--- src/rtl/shiftreg_universal.sv ---
// shiftreg_universal
//   WIDTH-bit universal shift register: hold, shift left/right, rotate
//   left/right, parallel load and clear, plus a multi-step burst that
//   shifts/rotates N positions on consecutive cycles with busy/done.
//
//   Optional feature macro: SHIFTREG_PARITY_EN
//     defined   -> adds output 'parity' = registered ^q (same edge as q)
//     undefined -> no parity port
//
// Ports:
//   clk    in   rising-edge clock
//   reset  in   synchronous, active-high reset
//   en     in   single-step enable (IDLE only)
//   op     in   [2:0] 000 HOLD,001 SHL,010 SHR,011 ROL,100 ROR,101 LOAD,110 CLEAR,111 HOLD
//   sin    in   serial in (LSB on SHL, MSB on SHR)
//   pdata  in   [WIDTH-1:0] parallel load data
//   start  in   burst request (IDLE only, wins over en)
//   cnt    in   [CW-1:0] burst length, saturated to WIDTH
//   q      out  [WIDTH-1:0] register contents
//   sout   out  bit shifted/rotated out by the most recent step
//   busy   out  high while bursting
//   done   out  one-cycle pulse at burst end
//   parity out  (SHIFTREG_PARITY_EN only) ^q
module shiftreg_universal #(
  parameter int                 WIDTH     = 8,
  parameter logic [WIDTH-1:0]   RESET_VAL = '0,
  localparam int                CW        = $clog2(WIDTH) + 1
) (
  input  logic             clk,
  input  logic             reset,
  input  logic             en,
  input  logic [2:0]       op,
  input  logic             sin,
  input  logic [WIDTH-1:0] pdata,
  input  logic             start,
  input  logic [CW-1:0]    cnt,
  output logic [WIDTH-1:0] q,
  output logic             sout,
  output logic             busy,
  output logic             done
`ifdef SHIFTREG_PARITY_EN
  ,
  output logic             parity
`endif
);

  localparam logic [2:0] OP_HOLD  = 3'b000;
  localparam logic [2:0] OP_SHL   = 3'b001;
  localparam logic [2:0] OP_SHR   = 3'b010;
  localparam logic [2:0] OP_ROL   = 3'b011;
  localparam logic [2:0] OP_ROR   = 3'b100;
  localparam logic [2:0] OP_LOAD  = 3'b101;
  localparam logic [2:0] OP_CLEAR = 3'b110;

  localparam logic [1:0] S_IDLE = 2'd0;
  localparam logic [1:0] S_BUSY = 2'd1;
  localparam logic [1:0] S_DONE = 2'd2;

  localparam logic [CW-1:0] CNT_MAX = CW'(WIDTH);

  logic [1:0]       state, state_d;
  logic [2:0]       cap_op;
  logic [CW-1:0]    rem, rem_d;
  logic [2:0]       step_op;
  logic             do_step;
  logic             op_is_move;
  logic [CW-1:0]    cnt_sat;
  logic [WIDTH-1:0] q_d;
  logic             sout_d;

  assign busy = (state == S_BUSY);
  assign done = (state == S_DONE);

  // During a burst the captured op drives the datapath; live op is ignored.
  assign step_op    = (state == S_BUSY) ? cap_op : op;
  assign do_step    = (state == S_BUSY) || (state == S_IDLE && !start && en);
  assign op_is_move = (op == OP_SHL) || (op == OP_SHR) || (op == OP_ROL) || (op == OP_ROR);
  assign cnt_sat    = (cnt > CNT_MAX) ? CNT_MAX : cnt;

  // Datapath: next q / sout for the selected step.
  always_comb begin
    q_d    = q;
    sout_d = sout;
    if (do_step) begin
      unique case (step_op)
        OP_SHL:   begin q_d = {q[WIDTH-2:0], sin};      sout_d = q[WIDTH-1]; end
        OP_SHR:   begin q_d = {sin, q[WIDTH-1:1]};      sout_d = q[0];       end
        OP_ROL:   begin q_d = {q[WIDTH-2:0], q[WIDTH-1]}; sout_d = q[WIDTH-1]; end
        OP_ROR:   begin q_d = {q[0], q[WIDTH-1:1]};     sout_d = q[0];       end
        OP_LOAD:  q_d = pdata;
        OP_CLEAR: q_d = RESET_VAL;
        default:  q_d = q;
      endcase
    end
  end

  // Control FSM.
  always_comb begin
    state_d = state;
    rem_d   = rem;
    unique case (state)
      S_IDLE: begin
        if (start) begin
          if (op_is_move && cnt != '0) begin
            state_d = S_BUSY;
            rem_d   = cnt_sat;
          end else begin
            state_d = S_DONE;
          end
        end
      end
      S_BUSY: begin
        rem_d = rem - 1'b1;
        if (rem == CW'(1)) state_d = S_DONE;
      end
      default: state_d = S_IDLE;
    endcase
  end

  always_ff @(posedge clk) begin
    if (reset) begin
      state  <= S_IDLE;
      rem    <= '0;
      cap_op <= OP_HOLD;
      q      <= RESET_VAL;
      sout   <= 1'b0;
    end else begin
      state <= state_d;
      rem   <= rem_d;
      q     <= q_d;
      sout  <= sout_d;
      if (state == S_IDLE && start) cap_op <= op;
    end
  end

`ifdef SHIFTREG_PARITY_EN
  always_ff @(posedge clk) begin
    if (reset) parity <= ^RESET_VAL;
    else       parity <= ^q_d;
  end
`endif

endmodule
--- config.mk ---
export PLATFORM = sky130hd
export DESIGN_NAME = shiftreg_universal
export DESIGN_NICKNAME = d
export VERILOG_FILES = /design/src/rtl/shiftreg_universal.sv
export SDC_FILE = /design/constraint.sdc
export NUM_CORES = 1
export LEC_CHECK = 0
export CORE_AREA = 2 2 45 67
export DETAILED_ROUTE_END_ITERATION = 16
export DIE_AREA = 0 0 47 69
export PLACE_DENSITY = 0.78
export SLEW_MARGIN = 40
export SYNTH_ARGS = -nofsm -noshare
export SYNTH_HDL_FRONTEND = slang
export SYNTH_SLANG_ARGS = --single-unit
--- constraint.sdc ---
create_clock -name clk -period 2.7 [get_ports clk]
set_input_delay 0.54 -clock clk [delete_from_list [all_inputs] [get_ports clk]]
set_output_delay 0.54 -clock clk [all_outputs]
set_load 0.02 [all_outputs]
==> metrics.txt <==
clk root buf=clkbuf_8; Synth Area in XOR/XNOR=0.686%; number of detailed-route iterations in the first pass=4; number of synthesized register bits=18; via count=1,342; Max stage delay on crit path=0.60 ns; CTS H-tree lvls=1; Port-buffer cells=30; CP max stage cell=clkdlybuf4s50_1; Achievable Freq=423 MHz; Iteration-0 DRC Markers=44; Max VDD drop=0.392 mV; relative slew slack=65.2%; largest family of logic cells by synthesized area=compound AO/OA/AOI/OAI gates; Seq/Total Area, Yosys=28.2%; routability cong.=0.827; final design instance area without fill=1660 um2; Detailed Route WL=3490 um; met3 usage=2.62%; Cells on Worst Hold Path=2; flop-to-flop setup slack=0.56 ns; Pwr Total=879 uW; Mapped Area=1280 um2; cts bufs inserted=3; Hold Buf Count CTS=0; Worst Path Max Fanout=14; Setup Buffers After CTS=0; Clock Sinks=18; Placement Cell Area=1610 um2; P&R area growth vs syn=30.3%; Hold Path End=rem[3]; number of enable flip-flop cells after synthesis=0; adder-cell share of the synthesized area=1.96%; vias in the first global route=1,337; WP data arrival=1.83 ns; skew final=0.00379 ns; Hold Path Class=register to register; Final setup viols=0; Pins Over Slew Limit=0; Setup CP Type=register to output port; Setup crit start kind=register; met2 usage=40.2%; Sw Ratio=34.3%; Unique masters post-synth=48; total track usage=23.3%; max-cap violations=0; CTS-repair resized insts=0; CP endpoint kind=output port; worst skew pair latency=0.26 ns; crit path time final=2.37 ns; Initial Util=48.2%; met1 usage=26.4%; Syn. warnings=0; Cell Chain, Critical Path=nand2b_1 -> buf_4 -> inv_6 -> clkdlybuf4s50_1; Reg2Reg Depth=6; Ports=31; DP HPWL=2620 um; reg2reg end=q[0]; Reg2Reg Launch Point=state[1]; Clk pin slew, worst setup/hold paths=0.07 ns; initial antenna violation count=0; Mapped Cells=160; Compound-Gate Fraction of Synth Area=33.1%; worst slew pin tran=0.513 ns; Internal=578 uW; setup TNS=0 ns; status=complete, no violations; combinational share of power=36.5%; Max Buffers Root-to-Sink=2; worst setup margin=0.334 ns; Die Wd=47 um; Synthesized Nets=182; Post-Synth Simple-Gate Area=20.5%; most common cell after layout, fill and taps aside=clkdlybuf4s50_1; total grt overflow=0; Antenna Nets Post-Route=0; CTS tree=done; Wirelength per Cell=15.4 um; commonest cells after routing, fill and taps aside=clkdlybuf4s50_1 (30), a21oi_1 (22), dfxtp_1 (18); layout cell share with drive strength beyond 1=10.1%; Final period util=87.6%; Worst Setup SP=state[0]; die area=3240 um2; Core Area=2650 um2; HP Start=rem[3]; RSZ-0062 raised after global routing=false; Pwr Density=529 nW/um2; pre-CTS setup slack=0.266 ns; WP data required=2.16 ns; switching power=301 uW; largest net degree at the start of global routing=19; Ant. Diodes=0; fraction of registers with async set/reset=0%; Hold Vio Cnt, Final=0; global-route wire length before repair=5660 um; Die H=69 um; fin nets=212; # rows=23; worst path bufs/invs=3; Vias/cell=5.94; mux contribution to synthesized area=8.04%; ys flop type=dfxtp_1; DRC viols=0; Filler cells=255; GRT Max-Usage Layer=met2; sequential share of power=37.4%; crit-path leading delay family=buffers and inverters; syn_area_per_cell=7.98 um2; Clk pwr share=26.1%; Leakage=0.587 nW
stage by stage:
step / std cells / hold WS (ns) / utilization (%)
after floorplan: 160 / 0.457 / -
after global placement: 222 / 0.478 / 60.7
after detailed placement: 222 / 0.483 / 60.7
after CTS: 226 / 0.493 / 62.8
after global routing: 226 / 0.504 / 62.8
final: 226 / 0.487 / 62.8
worst reg2reg max path, stage by stage, from the launching register on:
cell      delay [ns]
dfxtp_1         0.46
nand2b_1        0.14
buf_4           0.24
mux2i_4         0.30
mux2i_2         0.51
nand2_1         0.12
a32o_1          0.26
how the worst max path moves through the flow:
stage                  end  slack (ns)  depth (start not counted)
floorplan           rem[2]        0.83                          6
global placement      q[7]        0.28                          5
detailed placement    q[7]        0.27                          5
CTS                   busy        0.34                          4
global route          busy        0.25                          4
finish                busy        0.33                          4
cell usage after synthesis (2+ instances only):
cell type | number | area (um2)
inv_1 | 9 | 33.8
o22ai_1 | 2 | 12.5
nand2_1 | 14 | 52.6
o31a_1 | 7 | 61.3
nor4bb_1 | 2 | 20.0
nand3_1 | 3 | 15.0
nand2b_1 | 2 | 12.5
mux2i_1 | 3 | 30.0
o21ai_0 | 6 | 30.0
clkbuf_1 | 3 | 11.3
a211oi_1 | 7 | 52.6
dfxtp_1 | 18 | 360
mux2i_2 | 2 | 27.5
o211ai_1 | 6 | 45.0
mux2_2 | 2 | 22.5
ha_1 | 2 | 25.0
nor3_1 | 2 | 10.0
a21oi_1 | 22 | 110
a31oi_1 | 4 | 25.0
nor2_1 | 13 | 48.8
buf_1 | 2 | 7.51
buf_2 | 3 | 15.0
power groups by stage:
stage               Clock [mW]  Combinational [mW]  Sequential, mW
floorplan                    0               0.196           0.343
detailed placement           0               0.319           0.334
finish                   0.229               0.320           0.329
global placement             0               0.312           0.333
CTS                      0.231               0.321           0.328
global route             0.243               0.351           0.333
cell type report:
| cell class | instances | area [um2] | area share, % |
|---|---|---|---|
| clock buffer | 4 | 55.1 | 3.31 |
| inverter | 10 | 42.5 | 2.56 |
| multi-input combinational | 122 | 821 | 49.4 |
| sequential | 18 | 360 | 21.7 |
| tap | 37 | 46.3 | 2.78 |
| timing repair buffer | 35 | 338 | 20.3 |
cells by family (layout without fill, tap and decap cells):
group                    Yosys count  after routing
multiplexers                       8              8
AND/OR/NAND/NOR                   49             49
AO/OA/AOI/OAI                     62             62
XOR/XNOR                           1              1
buffers and inverters             20             49
adder cells (fa/ha/maj)            2              2
flip-flops                        18             18
sequential cells by signal, indices dropped and copies added, names as in the netlist:
signal / count
sout: 1
cap_op: 3
state: 2
rem: 4
q: 8
metal layers:
metal | wire length, um | vias to the layer above
met3 | 150 | 5
met1 | 1340 | 635
li1 | - | 660
met2 | 1940 | 42
met4 | 49 | 0
met5 | 0 | -
Power figures use the tool's default switching activity.
